===== config.mk =====
export PLATFORM = sky130hd
export DESIGN_NAME = spi_mem_controller
export DESIGN_NICKNAME = d
export VERILOG_FILES = /design/src/rtl/spi_mem_controller_pkg.sv /design/src/rtl/spi_mem_controller_rise_detect.sv /design/src/rtl/spi_mem_controller.sv
export SDC_FILE = /design/constraint.sdc
export NUM_CORES = 1
export LEC_CHECK = 0
export ABC_AREA = 1
export CAP_MARGIN = 20
export CORE_ASPECT_RATIO = 1.75
export CORE_MARGIN = 10
export CORE_UTILIZATION = 45
export CTS_CLUSTER_SIZE = 40
export DETAILED_ROUTE_END_ITERATION = 8
export HOLD_SLACK_MARGIN = 0.02
export PLACE_DENSITY = 0.84
export SYNTH_ARGS = -nofsm -noshare
export SYNTH_HDL_FRONTEND = slang
export SYNTH_SLANG_ARGS = --single-unit

===== constraint.sdc =====
create_clock -name main_clock -period 4.1 [get_ports main_clock]
set_clock_uncertainty 0.15 [all_clocks]
set_input_delay 0.41 -clock main_clock [delete_from_list [all_inputs] [get_ports main_clock]]
set_output_delay 0.41 -clock main_clock [all_outputs]
set_load 0.005 [all_outputs]

===== src/rtl/spi_mem_controller_pkg.sv =====
// Shared opcodes and FSM state encoding for the SPI memory controller and its benches.
package spi_mem_controller_pkg;

    localparam logic [7:0] OP_WRITE     = 8'h02;
    localparam logic [7:0] OP_READ      = 8'h03;
    localparam logic [7:0] OP_FAST_READ = 8'h0B;

    typedef enum logic [2:0] {
        ST_IDLE,
        ST_CMD,
        ST_ADDR,
        ST_RD_FETCH,
        ST_RD_STREAM,
        ST_WR_STREAM,
        ST_IGNORE
    } state_t;

endpackage


===== src/rtl/spi_mem_controller_rise_detect.sv =====
// 1-bit rising-edge detector. The history bit resets high so that a level already
// high when reset releases is not mistaken for a fresh edge.
module rise_detect (
    input  logic clk,
    input  logic rst,
    input  logic level,
    output logic rise
);

    logic prev;

    always_ff @(posedge clk) begin
        if (rst) prev <= 1'b1;
        else     prev <= level;
    end

    assign rise = level & ~prev;

endmodule


===== src/rtl/spi_mem_controller.sv =====
// Main-clock sequencer behind spi_memory_slave: decodes the command byte, steers the slave
// phase flags and streams bytes to/from a register bank with address auto-increment.
module spi_mem_controller
    import spi_mem_controller_pkg::*;
#(
    parameter int         ADDR_WIDTH    = 8,
    parameter int         DATA_WIDTH    = 8,
    parameter logic [7:0] CMD_WRITE     = OP_WRITE,
    parameter logic [7:0] CMD_READ      = OP_READ,
    parameter logic [7:0] CMD_FAST_READ = OP_FAST_READ
) (
    input  logic                  main_clock,
    input  logic                  rst,
    input  logic                  cs,
    input  logic [ADDR_WIDTH-1:0] addr,
    input  logic                  addr_valid,
    input  logic [DATA_WIDTH-1:0] write_data,
    input  logic                  write_data_valid,
    input  logic                  read_data_request,
    input  logic                  read_data_captured,
    output logic                  expect_addr,
    output logic                  expect_read,
    output logic                  expect_write,
    output logic                  insert_dummy_cycles,
    output logic [DATA_WIDTH-1:0] read_data,
    output logic [ADDR_WIDTH-1:0] reg_addr,
    output logic [DATA_WIDTH-1:0] reg_wdata,
    output logic                  reg_we,
    output logic                  reg_re,
    input  logic [DATA_WIDTH-1:0] reg_rdata,
    output logic                  busy
);

    state_t                  state, state_next;
    logic                    cs_prev;
    logic                    addr_rise, wd_rise, req_rise, cap_rise;
    logic                    rd_mode, rd_mode_next;
    logic                    dummy, dummy_next;
    logic                    underrun, underrun_next;
    logic [ADDR_WIDTH-1:0]   counter, counter_next;
    logic                    expect_addr_next, expect_read_next, expect_write_next;
    logic                    insert_dummy_next, reg_we_next, reg_re_next;
    logic [DATA_WIDTH-1:0]   read_data_next, reg_wdata_next;
    logic [ADDR_WIDTH-1:0]   reg_addr_next;
    logic                    cs_fall;

    rise_detect u_addr_rise (.clk(main_clock), .rst(rst), .level(addr_valid),         .rise(addr_rise));
    rise_detect u_wd_rise   (.clk(main_clock), .rst(rst), .level(write_data_valid),   .rise(wd_rise));
    rise_detect u_req_rise  (.clk(main_clock), .rst(rst), .level(read_data_request),  .rise(req_rise));
    rise_detect u_cap_rise  (.clk(main_clock), .rst(rst), .level(read_data_captured), .rise(cap_rise));

    // cs history resets low, so a cs held low through reset never opens a transaction.
    assign cs_fall = cs_prev & ~cs;
    assign busy    = (state != ST_IDLE);

    always_ff @(posedge main_clock) begin
        if (rst) begin
            state               <= ST_IDLE;
            cs_prev             <= 1'b0;
            rd_mode             <= 1'b0;
            dummy               <= 1'b0;
            underrun            <= 1'b0;
            counter             <= '0;
            expect_addr         <= 1'b0;
            expect_read         <= 1'b0;
            expect_write        <= 1'b0;
            insert_dummy_cycles <= 1'b0;
            read_data           <= '0;
            reg_addr            <= '0;
            reg_wdata           <= '0;
            reg_we              <= 1'b0;
            reg_re              <= 1'b0;
        end else begin
            state               <= state_next;
            cs_prev             <= cs;
            rd_mode             <= rd_mode_next;
            dummy               <= dummy_next;
            underrun            <= underrun_next;
            counter             <= counter_next;
            expect_addr         <= expect_addr_next;
            expect_read         <= expect_read_next;
            expect_write        <= expect_write_next;
            insert_dummy_cycles <= insert_dummy_next;
            read_data           <= read_data_next;
            reg_addr            <= reg_addr_next;
            reg_wdata           <= reg_wdata_next;
            reg_we              <= reg_we_next;
            reg_re              <= reg_re_next;
        end
    end

    always_comb begin
        state_next        = state;
        rd_mode_next      = rd_mode;
        dummy_next        = dummy;
        underrun_next     = underrun;
        counter_next      = counter;
        expect_addr_next  = expect_addr;
        expect_read_next  = expect_read;
        expect_write_next = expect_write;
        insert_dummy_next = insert_dummy_cycles;
        read_data_next    = read_data;
        reg_addr_next     = reg_addr;
        reg_wdata_next    = reg_wdata;
        reg_we_next       = 1'b0;
        reg_re_next       = 1'b0;

        // A deasserted cs overrides any edge seen in the same cycle.
        if (cs) begin
            state_next        = ST_IDLE;
            expect_addr_next  = 1'b0;
            expect_read_next  = 1'b0;
            expect_write_next = 1'b0;
            insert_dummy_next = 1'b0;
        end else begin
            if (req_rise && state == ST_RD_FETCH) underrun_next = 1'b1;
            case (state)
                ST_IDLE: begin
                    if (cs_fall) begin
                        state_next    = ST_CMD;
                        underrun_next = 1'b0;
                    end
                end
                ST_CMD: begin
                    if (wd_rise) begin
                        if (write_data == DATA_WIDTH'(CMD_READ) ||
                            write_data == DATA_WIDTH'(CMD_FAST_READ)) begin
                            state_next       = ST_ADDR;
                            rd_mode_next     = 1'b1;
                            dummy_next       = (write_data == DATA_WIDTH'(CMD_FAST_READ));
                            expect_addr_next = 1'b1;
                        end else if (write_data == DATA_WIDTH'(CMD_WRITE)) begin
                            state_next       = ST_ADDR;
                            rd_mode_next     = 1'b0;
                            dummy_next       = 1'b0;
                            expect_addr_next = 1'b1;
                        end else begin
                            state_next = ST_IGNORE;
                        end
                    end
                end
                ST_ADDR: begin
                    if (addr_rise) begin
                        counter_next     = addr;
                        expect_addr_next = 1'b0;
                        if (rd_mode) begin
                            reg_re_next       = 1'b1;
                            reg_addr_next     = addr;
                            expect_read_next  = 1'b1;
                            insert_dummy_next = dummy;
                            state_next        = ST_RD_FETCH;
                        end else begin
                            expect_write_next = 1'b1;
                            state_next        = ST_WR_STREAM;
                        end
                    end
                end
                // reg_re is still high on entry; the bank answers one cycle after it drops.
                ST_RD_FETCH: begin
                    if (!reg_re) begin
                        read_data_next = reg_rdata;
                        counter_next   = counter + 1'b1;
                        state_next     = ST_RD_STREAM;
                    end
                end
                ST_RD_STREAM: begin
                    if (cap_rise) begin
                        reg_re_next   = 1'b1;
                        reg_addr_next = counter;
                        state_next    = ST_RD_FETCH;
                    end
                end
                ST_WR_STREAM: begin
                    if (wd_rise) begin
                        reg_addr_next  = counter;
                        reg_wdata_next = write_data;
                        reg_we_next    = 1'b1;
                        counter_next   = counter + 1'b1;
                    end
                end
                default: ;
            endcase
        end
    end

endmodule


Word-level counts from Yosys, hierarchy flattened
Index checks and enable logic that the tools add are counted.
W data, S select, Z words.

word-level totals
  register bits after elaboration = 47
  input bits = 31
  output and inout bits = 31
  logic and storage cells = 95

operators by class
  add/subtract/negate cells = 1
  eq/ne operators = 16
  mux-type cells = 31
  bitwise operators = 11
  reduce and logical (&&, ||, !) cells = 19

operator list
  operator               number
  $mux W8                7
  $pmux W8 S3            2
  $mux W3                8
  $eq A8 B2 Y1 const B   2
  $pmux W3 S5            1
  $reduce_and A3 Y1      4
  $reduce_and A6 Y1      2
  $mux W1                11
  $ne A2 B2 Y1 const B   5
  $reduce_bool A3 Y1     3
  $add A8 B1 Y8 const B  1
  $eq A8 B4 Y1 const B   1
  $reduce_and A4 Y1      2
  $not A1 Y1             7
  $eq A3 B2 Y1 const B   2
  $eq A3 B3 Y1 const B   2
  $reduce_and A5 Y1      1
  $reduce_bool A5 Y1     1
  $and A1 B1 Y1          4
  $ne A2 B1 Y1 const B   2
  $pmux W1 S2            2
  $reduce_bool A2 Y1     2
  $eq A3 B1 Y1 const B   1
  $logic_not A3 Y1       1
  4 further kinds        4

Logic depth before layout (Yosys ltp)
Gate-level depths: netlist of the first run.

  depth in word-level cells = 5
  gate-level depth with buffers = 11

Cells and area by module
From an unflattened synthesis of the first run, not the netlist that was laid out.

second synthesis, totals
  cell total of the unflattened synthesis = 338
  area, all modules = 2377.3 um^2

by module, submodules not included
  module              instances  cells an instance  area an instance (um^2)
  spi_mem_controller  1          323                2264.7
  rise_detect         3          5                  37.5

Worst setup path after synthesis of the first run
OpenSTA, ideal clock, no wires.

  path kind = input -> register
  from = in write_data_valid
  to = reg reg_addr[0]
  library setup time = 0.113 ns
  arrival = 1.261 ns
  data required time = 3.837 ns
  slack = 2.576 ns
  cell stages on the path = 10
  cells stage by stage = inv_1 nor2_1 inv_1 o21ai_2 nand2_1 nor2_4 buf_6 nand2_1 nand2_1 nor2_1

on the way
  cells in the longest elaborated chain, start to end = 3

RTL lines
  element                             line                                  source
  start: declaration                  spi_mem_controller.sv:18              input logic write_data_valid,
  $and A1 B1 Y1                       spi_mem_controller_rise_detect.sv:17  assign rise = level & ~prev;
  $ne A2 B1 Y1 (no source line)       -
  $reduce_and A6 Y1 (no source line)  -
  end signal: assignment              spi_mem_controller.sv:85              reg_addr <= reg_addr_next;
  end: declaration                    spi_mem_controller.sv:26              output logic [ADDR_WIDTH-1:0] reg_addr,

No other way between the ends.
A chain may end at the register's enable or synchronous reset.

Worst setup path in the final report of the first run
  from = reg state[0]
  to = out busy

on the way
  cells in the longest elaborated chain, start to end = 1

RTL lines
  element                   line                      source
  start: declaration        spi_mem_controller.sv:34  state_t state, state_next;
  start signal: assignment  spi_mem_controller.sv:74  state <= state_next;
  $reduce_bool A3 Y1        spi_mem_controller.sv:54  assign busy = (state != ST_IDLE);
  end: declaration          spi_mem_controller.sv:31  output logic busy

No other way between the ends.

==> results of run 1 <==
-- worst paths after layout --
check                                 from                       end  slack (ns)  cells past startpoint
hold reg to reg   expect_addr$_SDFFE_PP0P_  expect_addr$_SDFFE_PP0P_        0.30                      2
setup / recovery     state[0]$_SDFFE_PP0P_                      busy        2.02                      3
hold / removal    expect_addr$_SDFFE_PP0P_  expect_addr$_SDFFE_PP0P_        0.30                      2
setup reg to reg     state[0]$_SDFFE_PP0P_   counter[5]$_SDFFE_PP0P_        2.08                      7
-- tightest hold or removal path, cell delays in order, from the launching register on --
cell and delay [ns]:
dfxtp_1 0.31, inv_1 0.05, a21oi_1 0.05
-- Yosys cell counts --
library cell	instances	area [um^2]
nand3_4	1	17.5
buf_4	1	7.51
nor2_4	3	33.8
o21ai_0	34	170
nand2_1	85	319
buf_2	2	10.0
buf_1	1	3.75
a21oi_1	11	55.1
inv_2	2	7.51
nor3_1	3	15.0
nand2_2	1	6.26
ha_1	1	12.5
or2_2	3	18.8
nand3_1	25	125
nand3b_1	3	22.5
o21bai_1	2	15.0
nand3_2	1	10.0
dfxtp_1	47	941
buf_6	3	33.8
inv_1	41	154
nand4_1	2	12.5
o21ai_2	1	8.76
nor2_2	1	6.26
nor2_1	79	297
clkbuf_1	3	11.3
-- through the flow --
| step | instances | worst slack, ns |
|---|---|---|
| 2_1_floorplan | 356 | 2.58 |
| 3_3_place_gp | 461 | 1.80 |
| 3_5_place_dp | 461 | 1.76 |
| 4_1_cts | 468 | 2.01 |
| 5_1_grt | 468 | 1.85 |
| 6_report | 468 | 2.02 |
-- logic make-up after synthesis --
group,count (synthesis),synth area share
simple gates,207,0.382
compound gates,48,0.108
flops,47,0.407
fa+ha+maj,1,0.00541
buf+inv,53,0.0984
-- power groups by stage --
stage	combinational [mW]	sequential, mW	clock (mW)
floorplan	0.0824	0.488	0
global placement	0.132	0.490	0
detailed placement	0.134	0.491	0
CTS	0.136	0.480	0.338
global route	0.153	0.482	0.351
finish	0.136	0.481	0.331
-- final cells by class --
type | instances | area, um^2
multi-input cells | 256 | 1140
clock buffers | 6 | 72.6
inverters | 43 | 161
flip-flops and latches | 47 | 941
well taps | 54 | 67.6
repair buffers | 61 | 608
clock inverters | 1 | 30.0
fillers | 456 | 1950
-- layout by cell type (no fill, tap or decap), drive strengths merged, types with 6 or more instances in the layout --
cell           synthesis  routed
a21oi                 11      11
clkbuf                 3       6
clkdlybuf4s50          0      60
dfxtp                 47      47
inv                   43      43
nand2                 86      86
nand3                 27      27
nor2                  83      83
o21ai                 35      35
-- registers in the layout, indices dropped and copies added, names as in the netlist, 3 cells and up --
register / flops
counter: 8
read_data: 8
reg_addr: 8
reg_wdata: 8
state: 3
-- routing by layer --
metal / GRT usage / vias to the layer above
li1: - / 1219
met1: 0.138 / 1030
met2: 0.246 / 78
met3: 0.0475 / 18
met4: 0.0749 / 0
met5: 0 / -
==> flow_metrics.env, run 1 <==
export IMPL_overflow=0
export IMPL_maxSlewHeadroom=0.449
export IMPL_cp_required_ns=3.54
export IMPL_viasPerCell=5.01
export IMPL_finalCritPeriodShare=0.507
export IMPL_cts_resized=0
export IMPL_routed_wl_met2_um=3020
export IMPL_grt_pass1_vias=2244
export IMPL_seq_power_share=0.507
export IMPL_synth_cell_type_count=25
export IMPL_place_area_um2=2920
export IMPL_leakagePower_nw=1.32
export IMPL_cp_cell_sequence="nor2_4 -> nand2_1 -> clkdlybuf4s50_1"
export IMPL_yosysSeqAreaShare=0.407
export IMPL_max_cap_violations=0
export IMPL_swShare=0.247
export IMPL_period_minus_slack_ns=2.08
export IMPL_dieArea_um2=8520
export IMPL_syn_inst=356
export IMPL_numCtsBuffers=5
export IMPL_insertion_delay_ns=0.30
export IMPL_power_frac_comb=0.143
export IMPL_p_int_uw=714
export IMPL_crit_fanout=9
export IMPL_final_antenna_net_count=0
export IMPL_rows=34
export IMPL_grt_max_degree=32
export IMPL_drt_iter0_markers=168
export IMPL_drive_gt1_frac=0.0483
export IMPL_wl_per_cell_um=12.6
export IMPL_top_layer="met4"
export IMPL_area_growth_syn_to_layout_pct=30.8
export IMPL_antenna_found_initial=0
export IMPL_grt_pass1_wl_um=9760
export IMPL_final_nets=446
export IMPL_cp_slowest_cell="dfxtp_1"
export IMPL_ys_ff_latch=47
export IMPL_crit_family="flip-flops"
export IMPL_cp_buffers_inverters=1
export IMPL_postLayoutCoreUtil=0.608
export IMPL_final_cell_area_um2=3030
export IMPL_die_y_um=115
export IMPL_initial_core_util=0.465
export IMPL_whs_ns=0.300
export IMPL_min_path_type="reg -> reg"
export IMPL_power_density_nw_per_um2=313
export IMPL_post_cts_buffers=0
export IMPL_setup_viol=0
export IMPL_vias=2345
export IMPL_p_switching_uw=234
export IMPL_core_area_um2=4980
export IMPL_cp_end_kind="output pin"
export IMPL_crit_arrival_ns=1.52
export IMPL_io_buffers=60
export IMPL_route_layer_met1_wl_um=2210
export IMPL_hold_buffers=0
export IMPL_ir_worst_vdd_mv=0.257
export IMPL_finalPower_uw=948
export IMPL_grt_total_usage=0.140
export IMPL_remaining_drc_errors=0
export IMPL_diodes=0
export IMPL_criticalPathCategory="reg -> out"
export IMPL_hold_viol=0
export IMPL_outcome="complete, no violations"
export IMPL_clk_pin_slew_ns=0.08
export IMPL_cts_buffer_depth=2
export IMPL_cts_tree="built"
export IMPL_startpoint_type="flop"
export IMPL_netlist_area_um2=2310
export IMPL_yosys_warnings=0
export IMPL_avgSynthCellArea_um2=6.50
export IMPL_tightest_slew_ns=0.826
export IMPL_cts_root_buf="clkbuf_8"
export IMPL_syn_nets=388
export IMPL_drt_total_wl_um=5920
export IMPL_rsz0062_at_grt="false"
export IMPL_max_stage_delay_ns=0.57
export IMPL_wl_met3_um=482
export IMPL_report_final_slew_viol_count=0
export IMPL_drt_pass1_iterations=5
export IMPL_fin_tns_setup_ns=0
export IMPL_fmax_mhz=481
export IMPL_clock_sinks=47
export IMPL_clockPowerShare=0.350
export IMPL_design_portCount=62
export IMPL_die_x_um=74.2
export IMPL_gp_congestion=0.874
export IMPL_hpwl_um=4490
export IMPL_h_tree_depth=2
Note: power is estimated with default switching activity, not from simulation.
==> run 2, diff against run 1 <==
--- a/config.mk
+++ b/config.mk
@@ -9,7 +9,7 @@
 export CAP_MARGIN = 20
 export CORE_ASPECT_RATIO = 1.75
 export CORE_MARGIN = 10
-export CORE_UTILIZATION = 45
+export CORE_UTILIZATION = 43
 export CTS_CLUSTER_SIZE = 40
 export DETAILED_ROUTE_END_ITERATION = 8
 export HOLD_SLACK_MARGIN = 0.02
==> constraint.sdc (replaced) <==
create_clock -name main_clock -period 1.8 [get_ports main_clock]
set_clock_uncertainty 0.15 [all_clocks]
set_input_delay 0.18 -clock main_clock [delete_from_list [all_inputs] [get_ports main_clock]]
set_output_delay 0.18 -clock main_clock [all_outputs]
set_load 0.005 [all_outputs]
==> run 2 against run 1 <==
  * Global-route usage shrank 0.14 points
  * Via count grew 1.6%
  * Non-clock buffer count rose by 6
  * Final area grew 2.1%
  * Critical path depth unchanged
  * Die area grew 3.6%
  * Sequential power grew 130%
  * Combinational power is 140% higher
  * Total power grew 130%
  * Sequential share of layout area is 0.51 points lower
  * Cell count grew 1.5%
  * Critical endpoint unchanged
  * Largest power group unchanged
  * Highest routed layer unchanged
==> flow_metrics.env, run 2 (synthesized netlist as in run 1, its figures left out) <==
export IMPL_outcome="complete, no violations"
export IMPL_final_antenna_net_count=0
export IMPL_drive_gt1_frac=0.0690
export IMPL_insertion_delay_ns=0.29
export IMPL_design_portCount=62
export IMPL_hold_viol=0
export IMPL_hpwl_um=4740
export IMPL_dieArea_um2=8830
export IMPL_core_area_um2=5260
export IMPL_ir_worst_vdd_mv=0.532
export IMPL_grt_pass1_vias=2204
export IMPL_max_cap_violations=0
export IMPL_grt_total_usage=0.139
export IMPL_overflow=0
export IMPL_hold_buffers=0
export IMPL_top_layer="met4"
export IMPL_worst_slack_ns=0.117
export IMPL_post_cts_buffers=0
export IMPL_period_minus_slack_ns=1.68
export IMPL_routed_wl_met2_um=3120
export IMPL_drt_total_wl_um=5990
export IMPL_rr_worst_depth=8
export IMPL_remaining_drc_errors=0
export IMPL_fmax_mhz=594
export IMPL_gp_congestion=0.834
export IMPL_rsz0062_at_grt="false"
export IMPL_multi_input_area_um2=1140
export IMPL_most_common_layout_cells="85 x nand2_1, 79 x nor2_1, 60 x clkdlybuf4s50_1"
export IMPL_die_y_um=117
export IMPL_grt_max_degree=24
export IMPL_antenna_found_initial=0
export IMPL_clock_sinks=47
export IMPL_cts_buffer_depth=2
export IMPL_h_tree_depth=2
export IMPL_cp_slowest_cell="clkdlybuf4s50_1"
export IMPL_reg2reg_from="state[2]$_SDFFE_PP0P_"
export IMPL_mostFrequentLayoutCell="nand2_1"
export IMPL_area_growth_syn_to_layout_pct=33.5
export IMPL_criticalPathCategory="reg -> out"
export IMPL_crit_arrival_ns=1.35
export IMPL_tightest_slew_ns=0.386
export IMPL_maxSlewHeadroom=0.742
export IMPL_numCtsBuffers=5
export IMPL_wl_met3_um=393
export IMPL_power_density_nw_per_um2=699
export IMPL_place_ws_ns=-0.0793
export IMPL_grt_pass1_wl_um=9820
export IMPL_diodes=0
export IMPL_seqCellArea_um2=945
export IMPL_postLayoutCoreUtil=0.588
export IMPL_final_nets=452
export IMPL_die_x_um=75.4
export IMPL_startpoint_type="flop"
export IMPL_initial_core_util=0.440
export IMPL_n_fill_cell=506
export IMPL_min_path_type="in -> reg"
export IMPL_vias=2383
export IMPL_wl_per_cell_um=12.6
export IMPL_viasPerCell=5.02
export IMPL_max_stage_delay_ns=0.50
export IMPL_drt_iter0_markers=179
export IMPL_io_buffers=60
export IMPL_rows=35
export IMPL_crit_start="state[1]$_SDFFE_PP0P_"
export IMPL_finalCritPeriodShare=0.935
export IMPL_setup_viol=0
export IMPL_clk_pin_slew_ns=0.08
export IMPL_cts_tree="built"
export IMPL_leakagePower_nw=1.35
export IMPL_whs_path_depth=3
export IMPL_cp_required_ns=1.47
export IMPL_cp_end_kind="output pin"
export IMPL_route_layer_met1_wl_um=2350
export IMPL_crit_fanout=8
export IMPL_cp_cell_sequence="nor2_4 -> nand2_1 -> clkdlybuf4s50_1"
export IMPL_cts_root_buf="clkbuf_8"
export IMPL_report_final_slew_viol_count=0
export IMPL_drt_pass1_iterations=4
export IMPL_hp_start="write_data_valid"
-- run 2: cell types whose count changed in the layout (fill, tap and decap cells not counted) --
cell	before	now
buf_4	1	6
dfxtp_1	47	44
dfxtp_2	0	3
buf_12	0	1
-- run 2: report_power, final --
group	leakage (nW)	switching, mW	internal [mW]	total, mW
clock	0.0513	0.331	0.407	0.738
sequential	0.382	0.0256	1.07	1.09
combinational	0.918	0.162	0.163	0.325
-- run 2: through the flow --
stage	hold WS, ns	power, mW	cell area, um^2	cells	setup TNS [ns]
detailed placement	0.304	1.44	2980	468	-1.15
finish	0.284	2.16	3090	475	0
global placement	0.284	1.43	2980	468	-0.534
floorplan	0.126	1.30	2310	356	0
CTS	0.290	2.18	3090	475	0
global route	0.306	2.28	3090	475	0
-- run 2: path summary, 6_finish.rpt --
| check | slack, ns | to |
|---|---|---|
| worst max register to register | 0.16 | counter[5]$_SDFFE_PP0P_ |
| worst min-delay path | 0.28 | u_wd_rise.prev$_SDFF_PP1_ |
| worst min register to register | 0.31 | expect_addr$_SDFFE_PP0P_ |
| worst max-delay path | 0.12 | busy |
-- run 2: final cells by class --
type                    count  share of cell area
clock buffers               6              0.0235
flip-flops and latches     47               0.306
inverters                  43              0.0523
well taps                  55              0.0223
clock inverters             1             0.00972
repair buffers             67               0.216
multi-input cells         256               0.371
-- run 2: routing by layer --
layer	track usage	up-vias
li1	-	1234
met1	0.145	1062
met2	0.249	75
met3	0.0338	12
met4	0.0635	0
met5	0	-
-- run 2: what timing repair did --
action / in CTS / in global routing
resized for setup: 1 / 2
setup endpoints to repair: 1 / 12
pin swaps: 0 / 0
-- run 2: critical path, delay by kind of cell (launching register included) --
kind	cells	cell delay, ns
buffers and inverters	1	0.50
DFF	1	0.45
and+or+nand+nor	2	0.12
==> run 3, diff against run 2 <==
--- a/config.mk
+++ b/config.mk
@@ -10,7 +10,6 @@
 export CORE_ASPECT_RATIO = 1.75
 export CORE_MARGIN = 10
 export CORE_UTILIZATION = 43
-export CTS_CLUSTER_SIZE = 40
 export DETAILED_ROUTE_END_ITERATION = 8
 export HOLD_SLACK_MARGIN = 0.02
 export PLACE_DENSITY = 0.84
==> results of run 3 <==
Final layout, timing and power as in run 2 (identical DEF).
==> patch 1, RTL diff (flow settings as in run 2) <==
`read_data`, `reg_addr` and `reg_wdata` no longer have a reset.
--- a/src/rtl/spi_mem_controller.sv
+++ b/src/rtl/spi_mem_controller.sv
@@ -65,9 +65,6 @@
             expect_read         <= 1'b0;
             expect_write        <= 1'b0;
             insert_dummy_cycles <= 1'b0;
-            read_data           <= '0;
-            reg_addr            <= '0;
-            reg_wdata           <= '0;
             reg_we              <= 1'b0;
             reg_re              <= 1'b0;
         end else begin
@@ -81,12 +78,15 @@
             expect_read         <= expect_read_next;
             expect_write        <= expect_write_next;
             insert_dummy_cycles <= insert_dummy_next;
-            read_data           <= read_data_next;
-            reg_addr            <= reg_addr_next;
-            reg_wdata           <= reg_wdata_next;
             reg_we              <= reg_we_next;
             reg_re              <= reg_re_next;
         end
+    end
+
+    always_ff @(posedge main_clock) begin
+        read_data <= read_data_next;
+        reg_addr  <= reg_addr_next;
+        reg_wdata <= reg_wdata_next;
     end
 
     always_comb begin
Behaviour: differs if rst is asserted again (counterexample within 10 cycles, from zero or initial values and one cycle with rst high); with rst held inactive, the same outputs for 10 cycles.
==> patch 1 against run 2 <==
Synthesized cell count fell by 29%; non-clock buffer count rose by 7; synthesized area fell by 6.9%; sequential power rose by 6%; first-iteration DRC count fell by 30%; register-to-register slack got worse by 70 ps; total power fell by 5.7%; setup slack got worse by 26 ps; largest cell class is now registers; routed wire length fell by 8.2%; clock power fell by 16%; sequential cell count did not move; cell area fell by 2.6%.
==> patch 1: results (changes against run 2) <==
* CP delay by family, top: simple AND/OR/NAND/NOR gates (was buffers and inverters)
* P_leak at 1.15 nW (was 1.35 nW)
* VDD IR max at 0.753 mV (was 0.532 mV)
* Final GP Congestion at 0.948 (was 0.834)
* Crit path time final at 1710 ps (was 1680 ps)
* Outcome: complete, no violations (unchanged)
* Synthesized Nets at 283 (was 388)
* CTS resizes at 2 (was 1)
* Critical Path Start: state[2]$_SDFFE_PP0P_ (was state[1]$_SDFFE_PP0P_)
* CP Capture Point: reg_addr[2]$_DFFE_PP_ (was busy)
* Total GRT Usage at 13.3% (was 13.9%)
* Syn. warnings at 0 (unchanged)
* Clock power frac at 30.5% (was 34.2%)
* Sequential group share of total power at 57.1% (was 50.7%)
* Depth of the worst register-to-register path at 6 (was 8)
* Dpl cells at 374 (was 468)
* Crit end category: flop (was output port)
* Slowest stage delay, CP at 330 ps (was 500 ps)
* Critical path peak fanout at 8 (unchanged)
* Number of synthesized flops with an enable pin at 24 (was 0)
* FF+latch area at 1180 µm² (was 945 µm²)
* FF-to-FF End: reg_addr[2]$_DFFE_PP_ (was counter[5]$_SDFFE_PP0P_)
* Pin count of the biggest net entering global routing at 16 (was 24)
* Setup WS pre-CTS at -87.7 ps (was -79.3 ps)
* Synth Instances at 251 (was 356)
* Post-synth top cells: nand2_1, nor2_1, inv_1 (was nand2_1, nor2_1, dfxtp_1)
* CP arrival at 1570 ps (was 1350 ps)
* Post-DP HPWL at 4510 µm (was 4740 µm)
* First-pass DRT Iterations at 4 (unchanged)
* First-pass GRT wire length at 9000 µm (was 9820 µm)
* Fin Hold WS at 277 ps (was 284 ps)
* Synth top area cells: edfxtp_1, dfxtp_1, nand2_1 (was dfxtp_1, nand2_1, nor2_1)
* Worst Hold End: u_addr_rise.prev$_SDFF_PP1_ (was u_wd_rise.prev$_SDFF_PP1_)
* Placed Area at 2920 µm² (was 2980 µm²)
* Adder and majority gate portion of the synthesized area at 0.581% (was 0.541%)
* CP max stage cell: dfxtp_1 (was clkdlybuf4s50_1)
* Post-synthesis compound-gate area fraction at 9.52% (was 10.8%)
* Hold Startpoint: addr_valid (was write_data_valid)
* Layout Nets at 359 (was 452)
* Synth cell types at 28 (was 25)
* Register area share after synthesis at 54.8% (was 40.7%)
* Fillers at 445 (was 506)
* Share of cells above drive strength 1 at 15.5% (was 6.90%)
* Vias at 1,904 (was 2,383)
* Drt total wl at 5500 µm (was 5990 µm)
* WL per Instance at 14.4 µm (was 12.6 µm)
[patch 1: changes by cell type after synthesis, moves of 3 or more]
cell	delta
nand2_2	+3
o21ai_0	-12
nand2_1	-24
a21oi_2	+5
a21oi_1	-6
nand3_1	-12
inv_1	-14
nand3_2	+5
nor2_1	-45
edfxtp_1	+24
dfxtp_1	-24
[patch 1: routing by layer]
| layer | part of all wire (%) | global-route usage (%) | vias to the layer above |
|---|---|---|---|
| met2 | 56 | 24.8 | 57 |
| met4 | 2.0 | 6.12 | 0 |
| met5 | 0 | 0 | - |
| met1 | 38 | 13.7 | 870 |
| li1 | - | - | 971 |
| met3 | 4.2 | 2.09 | 6 |
[patch 1: cell type report]
type / count / share of cell area, %
Sequential cell: 47 / 39.3
Multi-Input combinational cell: 170 / 28.0
Timing Repair Buffer: 74 / 23.9
Inverter: 29 / 3.62
Clock buffer: 5 / 2.29
Tap cell: 54 / 2.25
Clock inverter: 3 / 0.665
==> patch 2, RTL diff (config.mk and constraints of run 2) <==
Made on the original files. Set the parameter `ADDR_WIDTH` to 9 (it was 8).
--- a/src/rtl/spi_mem_controller.sv
+++ b/src/rtl/spi_mem_controller.sv
@@ -3,7 +3,7 @@
 module spi_mem_controller
     import spi_mem_controller_pkg::*;
 #(
-    parameter int         ADDR_WIDTH    = 8,
+    parameter int         ADDR_WIDTH    = 9,
     parameter int         DATA_WIDTH    = 8,
     parameter logic [7:0] CMD_WRITE     = OP_WRITE,
     parameter logic [7:0] CMD_READ      = OP_READ,
Interface: changed (resized addr and reg_addr); port bits go from 62 to 64. No check against the original RTL was run, so the function may have changed too.
==> patch 2 against run 2 <==
Sequential cell count increased by 2; synthesized area increased by 9.8%; clock power increased by 9.8%; setup slack got worse by 52 ps; hold slack got worse by 14 ps; routed wire length increased by 12%; total power decreased by 1.9%; cell area increased by 11%; sequential share of layout area decreased by 1.8 points.
==> patch 2: results (changes against run 2) <==
* Layout Nets at 479 (was 452)
* Critical path peak fanout at 7 (was 8)
* Synth cell types at 30 (was 25)
* Multi-input combinational gate total at 272 (was 256)
* Max_slew headroom at 74.7% (was 74.2%)
* Multi-input logic area at 1340 µm² (was 1140 µm²)
* Multi-input gate share of the layout cell area at 39.1% (was 37.1%)
* CTS root buf: clkbuf_8 (unchanged)
* Synthesized Nets at 405 (was 388)
* Adder and majority gate portion of the synthesized area at 0.493% (was 0.541%)
* Placed Area at 3300 µm² (was 2980 µm²)
* Seq cells post-synth at 49 (was 47)
* P_int at 1.62 mW (was 1.64 mW)
* Final std cells w/o fill at 525 (was 475)
* Buffer share of cell area at 21.4% (was 21.6%)
* # port buffers at 62 (was 60)
* Post-synthesis compound-gate area fraction at 14.0% (was 10.8%)
* ClkCell Share at 3.29% (was 3.32%)
* Syn Area/Cell at 6.83 µm² (was 6.50 µm²)
* Share of cells above drive strength 1 at 14.8% (was 6.90%)
* Vias in the first global route at 2,597 (was 2,204)
* Seq. pwr at 1.10 mW
* Asr flop ratio synth at 0% (unchanged)
* Final GP Congestion at 0.890 (was 0.834)
* Vias per cell at 4.87 (was 5.02)
* Fin util at 58.7% (was 58.8%)
* CP arrival at 1400 ps (was 1350 ps)
* CTS resizes at 3 (was 1)
* Seq area share at 28.8% (was 30.6%)
* Drt total wl at 6710 µm (was 5990 µm)
* Worst hold path type: primary input to flop (unchanged)
* P_leak at 1.41 nW (was 1.35 nW)
* Setup WS pre-CTS at -40.0 ps (was -79.3 ps)
* Slowest stage delay, CP at 490 ps
* Skew-Pair Late Insertion Delay at 310 ps (was 290 ps)
* Regs by FF count: counter x9, reg_addr x9
* Cell Pwr Density at 618 nW/µm² (was 699 nW/µm²)
* VDD IR max at 0.478 mV (was 0.532 mV)
* Area growth syn-to-layout at 34.8% (was 33.5%)
* First-pass GRT wire length at 11,400 µm (was 9820 µm)
* Inverter count at 41 (was 43)
* Synth top area cells: dfxtp_1, nand2_1, nor2_1 (unchanged)
* Fillers at 580 (was 506)
* Dpl cells at 517 (was 468)
* Register area share after synthesis at 38.6% (was 40.7%)
* Post-synth top cells: nand2_1, nor2_1, dfxtp_1 (unchanged)
* Pin count of the biggest net entering global routing at 22 (was 24)
* Post-DP HPWL at 5270 µm (was 4740 µm)
* 1st-iter DRT viols at 195 (was 179)
* Outcome: complete, no violations (unchanged)
* # clk buffers at 5 (was 6)
* Total GRT Usage at 14.3% (was 13.9%)
* Comb. pwr at 210 µW (was 325 µW)
* Bufs w/o clock at 77 (was 67)
-- patch 2: logic make-up after synthesis --
kind of cell,after synthesis
buffers and inverters,51
AOI/OAI and AO/OA,62
and+or+nand+nor,209
adders and majority gates,1
DFF,49
-- patch 2: routing by layer --
layer | up-vias | routed length, µm | GRT usage (%)
li1 | 1325 | - | -
met1 | 1150 | 2510 | 13.3
met3 | 12 | 348 | 3.39
met5 | - | 0 | 0
met4 | 0 | 162 | 6.31
met2 | 69 | 3690 | 28.0
-- patch 2: path summary, 6_finish.rpt --
check | startpoint | end | slack [ps] | cells past startpoint
worst max-delay path | state[0]$_SDFFE_PP0P_ | busy | 70 | 3
worst min-delay path | read_data_captured | u_cap_rise.prev$_SDFF_PP1_ | 270 | 3
worst min register to register | insert_dummy_cycles$_SDFFE_PP0N_ | insert_dummy_cycles$_SDFFE_PP0N_ | 300 | 2
worst max register to register | state[2]$_SDFFE_PP0P_ | counter[1]$_SDFFE_PP0P_ | 200 | 9
